File: src/rtl/serial_deserializer_if.sv
// Bundle between a serial bit source / word consumer and serial_deserializer.
//   ser_in, ser_valid, msb_first, sync, clr_overrun : serial side controls (to deserializer)
//   data_ready                                      : consumer accept (to deserializer)
//   data_out, data_valid, overrun, busy, bit_count  : deserializer status/outputs
// master = source/consumer side, slave = deserializer side.
interface serial_deserializer_if #(
   parameter int unsigned N = 8
);
   localparam int unsigned CW = $clog2(N);

   logic          ser_in;
   logic          ser_valid;
   logic          msb_first;
   logic          sync;
   logic          clr_overrun;
   logic [N-1:0]  data_out;
   logic          data_valid;
   logic          data_ready;
   logic          overrun;
   logic          busy;
   logic [CW-1:0] bit_count;

   modport master (
      output ser_in, ser_valid, msb_first, sync, clr_overrun, data_ready,
      input  data_out, data_valid, overrun, busy, bit_count
   );

   modport slave (
      input  ser_in, ser_valid, msb_first, sync, clr_overrun, data_ready,
      output data_out, data_valid, overrun, busy, bit_count
   );
endinterface

File: src/rtl/serial_deserializer.sv
// Serial-to-parallel receiver: collects one bit per ser_valid strobe into N-bit words
// (MSB-first or LSB-first, latched per word), presents each finished word through a
// one-word valid/ready holding register, supports frame resync and flags dropped
// words with a sticky overrun bit.
// Ports:
//   clk   : clock, all state on rising edge
//   rst_n : asynchronous active-low reset
//   bus   : serial_deserializer_if.slave (serial input, word output, status)
module serial_deserializer #(
   parameter int unsigned N = 8
) (
   input  logic                  clk,
   input  logic                  rst_n,
   serial_deserializer_if.slave  bus
);
   localparam int unsigned CW = $clog2(N);

   typedef enum logic {StIdle, StShift} state_e;

   state_e        state_q, state_d;
   logic [N-1:0]  sh_q, sh_d;
   logic [CW-1:0] cnt_q, cnt_d;
   logic          dir_q, dir_d;      // 1: shift left (MSB-first)
   logic [N-1:0]  dout_q, dout_d;
   logic          valid_q, valid_d;
   logic          ovr_q, ovr_d;

   logic          fresh;             // accepted bit starts a new word
   logic          dir_eff;
   logic [N-1:0]  base;
   logic [N-1:0]  sh_new;
   logic          complete;
   logic          ovr_set;

   always_comb begin
      state_d = state_q;
      sh_d    = sh_q;
      cnt_d   = cnt_q;
      dir_d   = dir_q;
      dout_d  = dout_q;
      valid_d = valid_q;
      ovr_set = 1'b0;

      // A resync discards the partial word, so a bit on the same edge begins afresh.
      fresh   = (state_q == StIdle) || bus.sync;
      dir_eff = fresh ? bus.msb_first : dir_q;
      base    = fresh ? '0 : sh_q;
      sh_new  = dir_eff ? {base[N-2:0], bus.ser_in} : {bus.ser_in, base[N-1:1]};
      complete = bus.ser_valid && !fresh && (cnt_q == CW'(N - 1));

      if (valid_q && bus.data_ready) begin
         valid_d = 1'b0;
      end

      if (bus.sync) begin
         state_d = StIdle;
         cnt_d   = '0;
         sh_d    = '0;
      end

      if (bus.ser_valid) begin
         if (complete) begin
            state_d = StIdle;
            cnt_d   = '0;
            sh_d    = '0;
            // Holding register is free if empty or being drained on this edge.
            if (!valid_q || bus.data_ready) begin
               dout_d  = sh_new;
               valid_d = 1'b1;
            end else begin
               ovr_set = 1'b1;
            end
         end else begin
            state_d = StShift;
            cnt_d   = fresh ? CW'(1) : cnt_q + CW'(1);
            sh_d    = sh_new;
            dir_d   = dir_eff;
         end
      end

      // Set beats clear when both happen on one edge.
      if (ovr_set) begin
         ovr_d = 1'b1;
      end else if (bus.clr_overrun) begin
         ovr_d = 1'b0;
      end else begin
         ovr_d = ovr_q;
      end
   end

   always_ff @(posedge clk or negedge rst_n) begin
      if (!rst_n) begin
         state_q <= StIdle;
         sh_q    <= '0;
         cnt_q   <= '0;
         dir_q   <= 1'b0;
         dout_q  <= '0;
         valid_q <= 1'b0;
         ovr_q   <= 1'b0;
      end else begin
         state_q <= state_d;
         sh_q    <= sh_d;
         cnt_q   <= cnt_d;
         dir_q   <= dir_d;
         dout_q  <= dout_d;
         valid_q <= valid_d;
         ovr_q   <= ovr_d;
      end
   end

   assign bus.data_out   = dout_q;
   assign bus.data_valid = valid_q;
   assign bus.overrun    = ovr_q;
   assign bus.busy       = (state_q == StShift);
   assign bus.bit_count  = cnt_q;
endmodule
File: src/flat_wrapper.sv
// flat-port wrapper written by rule: the top's interface ports become plain ports
module serial_deserializer_flat 
#(
   parameter int unsigned N = 8
)
  (clk, rst_n, bus_ser_in, bus_ser_valid, bus_msb_first, bus_sync, bus_clr_overrun, bus_data_ready, bus_data_out, bus_data_valid, bus_overrun, bus_busy, bus_bit_count);
  serial_deserializer_if #(.N(N)) bus_i ();
  input  logic clk;
  input  logic rst_n;
  input wire logic [$bits(bus_i.ser_in)-1:0] bus_ser_in;
  input wire logic [$bits(bus_i.ser_valid)-1:0] bus_ser_valid;
  input wire logic [$bits(bus_i.msb_first)-1:0] bus_msb_first;
  input wire logic [$bits(bus_i.sync)-1:0] bus_sync;
  input wire logic [$bits(bus_i.clr_overrun)-1:0] bus_clr_overrun;
  input wire logic [$bits(bus_i.data_ready)-1:0] bus_data_ready;
  output wire logic [$bits(bus_i.data_out)-1:0] bus_data_out;
  output wire logic [$bits(bus_i.data_valid)-1:0] bus_data_valid;
  output wire logic [$bits(bus_i.overrun)-1:0] bus_overrun;
  output wire logic [$bits(bus_i.busy)-1:0] bus_busy;
  output wire logic [$bits(bus_i.bit_count)-1:0] bus_bit_count;
  assign bus_i.ser_in = bus_ser_in;
  assign bus_i.ser_valid = bus_ser_valid;
  assign bus_i.msb_first = bus_msb_first;
  assign bus_i.sync = bus_sync;
  assign bus_i.clr_overrun = bus_clr_overrun;
  assign bus_i.data_ready = bus_data_ready;
  assign bus_data_out = bus_i.data_out;
  assign bus_data_valid = bus_i.data_valid;
  assign bus_overrun = bus_i.overrun;
  assign bus_busy = bus_i.busy;
  assign bus_bit_count = bus_i.bit_count;
  serial_deserializer #(.N(N)) u_core (.clk(clk), .rst_n(rst_n), .bus(bus_i));
endmodule
File: config.mk
export PLATFORM = sky130hd
export DESIGN_NAME = serial_deserializer_flat
export DESIGN_NICKNAME = d
export VERILOG_FILES = /design/src/rtl/serial_deserializer_if.sv /design/src/rtl/serial_deserializer.sv /design/src/flat_wrapper.sv
export SDC_FILE = /design/constraint.sdc
export NUM_CORES = 1
export LEC_CHECK = 0
export ABC_AREA = 1
export CAP_MARGIN = 0
export CORE_MARGIN = 3
export CORE_UTILIZATION = 45
export CTS_BUF_LIST = sky130_fd_sc_hd__clkbuf_8
export CTS_CLUSTER_SIZE = 10
export DETAILED_ROUTE_END_ITERATION = 10
export DONT_BUFFER_PORTS = 1
export GPL_ROUTABILITY_DRIVEN = 0
export PLACE_DENSITY = 0.64
export SLEW_MARGIN = 10
export SYNTH_ARGS = -nofsm -noshare
export SYNTH_HDL_FRONTEND = slang
export SYNTH_SLANG_ARGS = --single-unit
File: constraint.sdc
create_clock -name clk -period 2.6 [get_ports clk]
set_input_delay 0.39 -clock clk [delete_from_list [all_inputs] [get_ports clk]]
set_output_delay 0.39 -clock clk [all_outputs]
set_load 0.05 [all_outputs]
== After elaboration in Yosys (flattened, before gate mapping) ==
Index checks and enable logic that the tools add are counted.

* Output and inout bits: 14
* Word-level logic and storage cells: 44
* Input bits: 8
* Bits in registers: 23

* Muxes and demuxes: 22
* Reductions and logical operators: 11
* Bitwise gates (word level): 2
* Equal/unequal tests: 1
* Add/subtract/negate cells: 1

{| class="wikitable"
|+ Operators by type and width
! kind !! count
|-
| 8-bit 2-to-1 mux || 5
|-
| 1-bit 2-to-1 mux || 13
|-
| 3-bit 2-to-1 mux || 4
|-
| 2-bit nonzero test || 2
|-
| 3-bit by 1-bit adder with 3-bit output (second input constant) || 1
|-
| 3-bit == test (second input constant) || 1
|-
| 1-bit logical AND || 3
|-
| 3-bit AND reduction || 1
|-
| 1-bit logical NOT || 2
|-
| 1-bit logical OR || 2
|-
| 1-bit NOT || 2
|-
| 2-bit AND reduction || 1
|}

== Longest topological paths before layout ==
Gate-level depths: netlist of the first run.

* Depth after elaboration: 8
* Depth in mapped cells: 8
* Gate-level depth less buffers: 8

== Worst setup path after synthesis of the first run ==
No wires, ideal clock.

* Kind: register -> register
* Start: reg u_core.cnt_q[1] (netlist: u_core.bus.bit_count[1])
* End: reg u_core.dout_q[7] (netlist: u_core.bus.data_out[7])
* Clock period less this slack: 1,635 ps
* Library setup time: 118 ps
* Required time: 2,482 ps
* Cell stages (with the launch flop): 8
* Arrival: 1,517 ps
* Buffers on the path: 0
* Path slack: 965 ps
* Path through: dfrtp_1 -> ha_1 -> ha_1 -> nand3_4 -> nor2_4 -> inv_2 -> nand2_1 -> nand2_1

* Cells in the longest elaborated chain, start to end: 3

{| class="wikitable"
|+ RTL lines
! element !! line !! text
|-
| start: declaration || serial_deserializer.sv:22 || <nowiki>logic [CW-1:0] cnt_q, cnt_d;</nowiki>
|-
| start signal: assignment || serial_deserializer.sv:103 || <nowiki>cnt_q <= cnt_d;</nowiki>
|-
| 3-bit == test || serial_deserializer.sv:49 || <nowiki>complete = bus.ser_valid && !fresh && (cnt_q == CW'(N - 1));</nowiki>
|-
| 1-bit logical AND || serial_deserializer.sv:49 ||
|-
| 3-bit AND reduction (no line) || -- ||
|-
| end signal: assignment || serial_deserializer.sv:105 || <nowiki>dout_q <= dout_d;</nowiki>
|-
| end: declaration || serial_deserializer.sv:24 || <nowiki>logic [N-1:0] dout_q, dout_d;</nowiki>
|}

Every way passes these cells.
A chain may end at the register's enable or synchronous reset.

== Final worst setup path of the first run ==
* Start: reg u_core.cnt_q[0] (netlist: u_core.bus.bit_count[0])
* End: reg u_core.dout_q[5] (netlist: u_core.bus.data_out[5])

The elaborated chain is that of the path after synthesis.

==> results of run 1 <==
[critical path, cell delays in order, from the launching register on]
cell and delay (ps):
dfrtp_1 660, ha_1 240, ha_1 210, nand3_4 110, nor2_4 200, inv_2 110, nand2_1 70, nand2_1 60
[where the power goes]
part | leakage (nW) | switching, mW | internal (mW)
combinational | 0.295 | 0.0372 | 0.0133
clock | 0.0269 | 0.105 | 0.105
sequential | 0.313 | 0.0200 | 0.366
total | 0.634 | 0.163 | 0.484
[cell usage in the layout, fill, tap and decap left out]
master,instances
a21oi_1,4
buf_4,1
clkbuf_8,3
dfrtp_1,23
dlygate4sd3_1,1
ha_1,2
inv_1,11
inv_2,3
nand2_1,75
nand3_1,5
nand3_4,1
nor2_1,3
nor2_4,2
o21ai_0,4
o22ai_1,2
[how the worst min path moves through the flow]
stage	cells past startpoint	from	endpoint	slack [ps]
4_1_cts	1	bus_clr_overrun	u_core.bus.overrun	220
3_5_place_dp	0	rst_n	u_core.bus.data_out[6]	90
6_report	1	bus_clr_overrun	u_core.bus.overrun	230
3_3_place_gp	0	rst_n	u_core.bus.data_out[6]	90
5_1_grt	1	bus_clr_overrun	u_core.bus.overrun	220
2_1_floorplan	0	rst_n	u_core.bus.bit_count[0]	90
[routing by layer]
| layer | track usage [%] | share of wire (%) |
|---|---|---|
| met5 | 0 | 0 |
| met4 | 7.47 | 1.8 |
| met3 | 3.54 | 6.1 |
| met2 | 23.4 | 45 |
| met1 | 23.6 | 47 |
[sequential cells by signal, indices dropped and copies added, names as in the netlist]
name and flops:
u_core.bus.bit_count 3, u_core.dir_q 1, u_core.sh_q 8, u_core.bus.data_valid 1, u_core.bus.overrun 1, u_core.bus.busy 1, u_core.bus.data_out 8
[cells by family (layout without fill, tap and decap cells)]
kind of cell / after synthesis / in the layout / synth area share [%]
buf+inv: 15 / 19 / 5.39
fa+ha+maj: 2 / 2 / 2.34
flops: 23 / 23 / 53.9
simple gates: 86 / 86 / 33.5
compound gates: 10 / 10 / 4.92
[synth_stat cells]
master | count | area share, %
a21oi_1 | 4 | 1.9
nand3_1 | 5 | 2.3
nor2_4 | 2 | 2.1
ha_1 | 2 | 2.3
buf_2 | 1 | 0.47
inv_1 | 10 | 3.5
o21ai_0 | 4 | 1.9
nand3_4 | 1 | 1.6
nand2_1 | 75 | 26
nor2_1 | 3 | 1.1
inv_2 | 3 | 1.1
dfrtp_1 | 23 | 54
o22ai_1 | 2 | 1.2
clkbuf_1 | 1 | 0.35
[final cells by class]
| cell class | count | share of cell area [%] |
|---|---|---|
| flip-flops and latches | 23 | 49.7 |
| inverters | 13 | 4.22 |
| repair buffers | 2 | 1.51 |
| clock buffers | 3 | 3.57 |
| clock inverters | 1 | 0.324 |
| well taps | 28 | 3.03 |
| multi-input cells | 98 | 37.6 |
[through the flow]
| step | instance area, µm² | worst slack (ps) | power (mW) | std cells |
|---|---|---|---|---|
| final | 1160 | 820 | 0.647 | 168 |
| after global placement | 1100 | 868 | 0.435 | 163 |
| after detailed placement | 1100 | 809 | 0.436 | 163 |
| after CTS | 1160 | 797 | 0.657 | 168 |
| after floorplan | 1070 | 965 | 0.426 | 136 |
| after global routing | 1160 | 652 | 0.680 | 168 |
==> metrics.sh, run 1 <==
RESULT_OF_THE_RUN='finished clean'
SYNTHCELLS=136
POWER_LEAKAGE_nW=0.634
GRT_ANTENNA_BEFORE_REPAIR=0
REGISTER_AREA_UM2=576
CTS_HOLD_BUF=1
DETAIL-ROUTE-ANTENNA-NETS=0
FILL_CELLS=213
GLOBAL_ROUTE.OVERFLOW_TOTAL=0
CRITICAL_PATH.STARTPOINT_TYPE='flip-flop'
YS_TYPES=14
FINAL_MAX_SLEW_VIOL_COUNT=0
RR_ENDPOINT='u_core.bus.data_out[5]'
DIE_H_UM=54.7
GRT.TOTAL_USAGE_PCT=16.5
POST_ROUTE_CELLS_DRIVE_ABOVE_1_SHARE_PCT=7.14
POST_CTS.REPAIR.SETUP_BUFFERS=0
FF2FF_PATH_DEPTH=7
FINAL_CORE_UTILIZATION_PCT=51.8
YOSYS_WARNINGS=0
MULTIINPUTGATEAREA_UM2=435
DETAILEDPLACEMENTHPWL_UM=1540
WL_UM=2020
CTS_REPAIR_RESIZE_COUNT=0
CP_DATA_REQUIRED_TIME_PS=2750
FINCLKSKEW_PS=5.92
GRT_FIRST_PASS_WIRELENGTH_UM=3470
SYN-NUM-NETS=146
POST-ROUTE-DRC-COUNT=0
VIOLATION_COUNT_AFTER_THE_FIRST_DETAILED_ROUTE_ITERATION=23
ROOT_BUFFER='clkbuf_8'
TRITONCTS='yes'
IO-PIN-COUNT=22
ANTENNA-DIODE-COUNT=0
TOTALNEGATIVESETUPSLACK_PS=0
LAYOUT_MIN_CYCLE_TIME_PS=1780
DRT-VIAS-PER-INSTANCE=4.89
WORST_R2R_STARTPOINT='u_core.bus.bit_count[0]'
GRT_SETUP_UNREPAIRED='no'
WORSTSETUPENDPOINTTYPE='flip-flop'
REG2REG_SLACK_PS=820
HTREE_LEVELS=1
CLOCK_INSERTION_DELAY_WORST_SKEW_PS=260
FIRST_GLOBAL_VIAS=787
DIE-AREA_MM2=0.00300
POST_SYNTH_INSTANCE_AREA_MM2=0.00107
TOTAL_POWER_DIVIDED_BY_CELL_AREA_mW_PER_MM2=559
REPORT.FINAL.SETUP_VIOL=0
GRT_MAX_DEGREE=24
CLOCK_SINK_COUNT=23
ROUTE.DETAILED.WL_PER_INST_UM=12.0
CRIT_PATH_END='u_core.bus.data_out[5]'
DRV_CAP=0
YOSYSSEQAREASHARE_PCT=53.9
FIRSTDRTPASSITERS=4
NUMBER_OF_VIAS_AFTER_DETAILED_ROUTING=822
NUMBER_OF_FLIP_FLOPS_AND_LATCHES_IN_THE_SYNTHESIZED_NETLIST=23
CP_MAX_FO=9
TIGHTEST_SLEW_PS=1010
CTS-ROOT-TO-SINK-BUFFERS=2
DIE_WIDTH_UM=54.7
CRIT_TYPE='reg2reg'
ROW_CNT=17
PLACEABLECOREAREA_MM2=0.00223
CTS-BUFFERS-INSERTED=3
MAX_FREQ_MHz=562
FINAL_NUMBER_OF_HOLD_VIOLATING_ENDPOINTS=0
SYN_AVG_CELL_AREA_UM2=7.86
VDD_IR_DROP_MAX_uV=360
LAYOUT_STAGE_AREA_GROWTH_OVER_THE_SYNTHESIS_RESULT_PCT=8.31
CRITPATHARRIVALTIME_PS=1930
WORSTSETUPSTARTPOINT='u_core.bus.bit_count[0]'
NETS=151
FIN_WORST_HOLD_SLACK_PS=229
PATH_CLK_SLEW_PS=80
POST_ROUTE_FRACTION_OF_THE_PERIOD_CONSUMED_BY_THE_CRITICAL_PATH_PCT=68.5
PORT-BUFFER-COUNT=0
MAXSLEWHEADROOM_PCT=32.6
INITIAL_CORE_UTIL_PCT=47.8
HOLD_PATH_CLASS='in2reg'
No activity file was read; power rests on OpenSTA's default activity.
==> run 2, diff against run 1 <==
- clock period: 2.6 -> 1.65 ns (I/O delays scaled with it)
==> metrics.sh, run 2 (synthesis gave the netlist of run 1 again) <==
FINAL_MAX_SLEW_VIOL_COUNT=0  # unchanged
GRT_ANTENNA_BEFORE_REPAIR=0  # unchanged
POWER.SHARE.CLOCK_PCT=33.5  # +1.0 points
SHARE_OF_POWER_BURNED_IN_COMBINATIONAL_LOGIC_PCT=10.1  # +2.3 points
LAYOUT_STAGE_AREA_GROWTH_OVER_THE_SYNTHESIS_RESULT_PCT=11.9
VDD_IR_DROP_MAX_uV=512  # +42%
POWER.SWITCHING_FRACTION_PCT=26.4  # +1.3 points
TOTAL_POWER_DIVIDED_BY_CELL_AREA_mW_PER_MM2=878  # +57%
DIE_WIDTH_UM=54.7  # unchanged
CRIT_TYPE='reg2reg'
P_SWITCHING_uW=277  # +71%
HTREE_LEVELS=1  # unchanged
REG2REG_SLACK_PS=250  # -570 ps
ROOT_BUFFER='clkbuf_8'
PORT-BUFFER-COUNT=0  # unchanged
CLOCK_SINK_COUNT=23  # unchanged
DIE-AREA_MM2=0.00300  # unchanged
GRT_SETUP_UNREPAIRED='no'
FIN_WORST_HOLD_SLACK_PS=90.7  # -138 ps
GRT_FIRST_PASS_WIRELENGTH_UM=3630  # +4.6%
FIRSTDRTPASSITERS=4  # unchanged
GRT_MAX_DEGREE=24  # unchanged
NUMBER_OF_VIAS_AFTER_DETAILED_ROUTING=862  # +4.9%
CRITPATHARRIVALTIME_PS=1610  # -320 ps
TIMING.CRITICAL_PATH.SLOWEST_STAGE_CELL='dfrtp_1'
CPPEAKSTAGEDELAY_PS=390  # -270 ps
FINAL_COMMON_CELL='nand2_1'
WL_UM=2180  # +8.0%
CTS-BUFFERS-INSERTED=3  # unchanged
FINAL_CORE_UTILIZATION_PCT=53.6  # +1.7 points
POST_ROUTE_CELLS_DRIVE_ABOVE_1_SHARE_PCT=11.0  # +3.9 points
WORSTPATHCELLLIST='ha_1, ha_1, nand3_4, nand2_1, inv_2, nand2_1, nand2_1'
DRV_CAP=0  # unchanged
ROW_CNT=17  # unchanged
DETAILEDPLACEMENTHPWL_UM=1560  # +1.1%
FIRST_GLOBAL_VIAS=849  # +7.9%
MAXSLEWHEADROOM_PCT=29.4  # -3.2 points
FINCLKSKEW_PS=5.82  # -0.108 ps
LAYOUT.CELLS.MOST_COMMON_LIST='nand2_1, dfrtp_1, inv_1'
PATH_CLK_SLEW_PS=90  # about the same
ANTENNA-DIODE-COUNT=0  # unchanged
P_INT_uW=773  # +60%
REPORT.FINAL.SETUP_VIOL=0  # unchanged
CRITICAL_PATH.STARTPOINT_TYPE='flip-flop'
CP_MAX_FO=8  # -1
MAX_FREQ_MHz=716  # +27%
HOLD_PATH_CLASS='in2reg'
CLOCK_INSERTION_DELAY_WORST_SKEW_PS=260  # about the same
POWER_LEAKAGE_nW=0.659  # +3.8%
TRITONCTS='yes'
CP_DATA_REQUIRED_TIME_PS=1860  # -890 ps
FINAL_NUMBER_OF_HOLD_VIOLATING_ENDPOINTS=0  # unchanged
ROUTE.DETAILED.WL_PER_INST_UM=12.6  # +4.8%
LAYOUT_MIN_CYCLE_TIME_PS=1400  # -384 ps
INITIAL_CORE_UTIL_PCT=47.8  # unchanged
RESULT_OF_THE_RUN='finished clean'
SEQUENTIALPOWERSHARE_PCT=56.4  # -3.2 points
TOTALNEGATIVESETUPSLACK_PS=0  # unchanged
PLACEABLECOREAREA_MM2=0.00223  # unchanged
CTS-ROOT-TO-SINK-BUFFERS=2  # unchanged
DETAIL-ROUTE-ANTENNA-NETS=0  # unchanged
VIOLATION_COUNT_AFTER_THE_FIRST_DETAILED_ROUTE_ITERATION=26  # +13%
POST_ROUTE_FRACTION_OF_THE_PERIOD_CONSUMED_BY_THE_CRITICAL_PATH_PCT=84.6  # +16 points
TIGHTEST_SLEW_PS=1050  # +47.6 ps
TIMING.CRITICAL_PATH.MODE_CELL='nand2_1'
WORSTSETUPENDPOINTTYPE='flip-flop'
DIE_H_UM=54.7  # unchanged
GLOBAL_ROUTE.OVERFLOW_TOTAL=0  # unchanged
POST-ROUTE-DRC-COUNT=0  # unchanged
IO-PIN-COUNT=22  # unchanged
NETS=156  # +3.3%
GRT.TOTAL_USAGE_PCT=17.2  # +0.73 points
DRT-VIAS-PER-INSTANCE=4.98  # +1.8%
run 2: power groups by stage:
stage,registers [mW],clock network (mW),logic (mW)
after global routing,0.595,0.379,0.118
after detailed placement,0.603,0,0.0938
after CTS,0.592,0.362,0.107
after global placement,0.603,0,0.0930
after floorplan,0.617,0,0.0537
final,0.592,0.352,0.106
run 2: through the flow:
| stage | setup WS [ps] | total power [mW] | area [µm²] | instances |
|---|---|---|---|---|
| global route | 103 | 1.09 | 1200 | 173 |
| detailed placement | 252 | 0.697 | 1140 | 168 |
| floorplan | 15.0 | 0.671 | 1070 | 136 |
| finish | 254 | 1.05 | 1200 | 173 |
| global placement | 304 | 0.696 | 1140 | 168 |
| CTS | 243 | 1.06 | 1200 | 173 |
run 2: repair_timing:
item                                   4_1_cts  5_1_grt
gates resized for setup                      0        0
hold buffers                                 1        0
endpoints found under the hold margin       23        0
setup buffers                                0        0
run 2: final timing paths:
check	startpoint	endpoint	depth (start not counted)
max in group asynchronous	rst_n	u_core.bus.busy	1
min in group asynchronous	rst_n	u_core.sh_q[5]	1
min	bus_clr_overrun	u_core.bus.overrun	1
max	u_core.bus.bit_count[0]	u_core.sh_q[0]	7
min reg2reg	u_core.sh_q[0]	u_core.sh_q[0]	2
max reg2reg	u_core.bus.bit_count[0]	u_core.sh_q[0]	7
run 2: cell type report:
| class | count | area, µm² |
|---|---|---|
| sequential | 23 | 576 |
| timing repair buffer | 7 | 55.1 |
| clock inverter | 1 | 5.00 |
| fill | 218 | 1040 |
| clock buffer | 3 | 41.3 |
| multi-input combinational | 98 | 435 |
| inverter | 13 | 48.8 |
| tap | 28 | 35.0 |
run 2: layer usage:
| metal | vias to the layer above | track usage (%) | share of wire (%) |
|---|---|---|---|
| met3 | 4 | 4.09 | 5.4 |
| met2 | 29 | 27.6 | 44 |
| met4 | 0 | 7.47 | 1.4 |
| met5 | - | 0 | 0 |
| met1 | 394 | 21.8 | 49 |
| li1 | 435 | - | - |
run 2: worst max-delay path, delay by kind of cell, from the launching register on:
kind	cells	cell delay (ps)
buffers and inverters	1	150
DFF	1	390
adders and majority gates	2	420
and+or+nand+nor	4	380
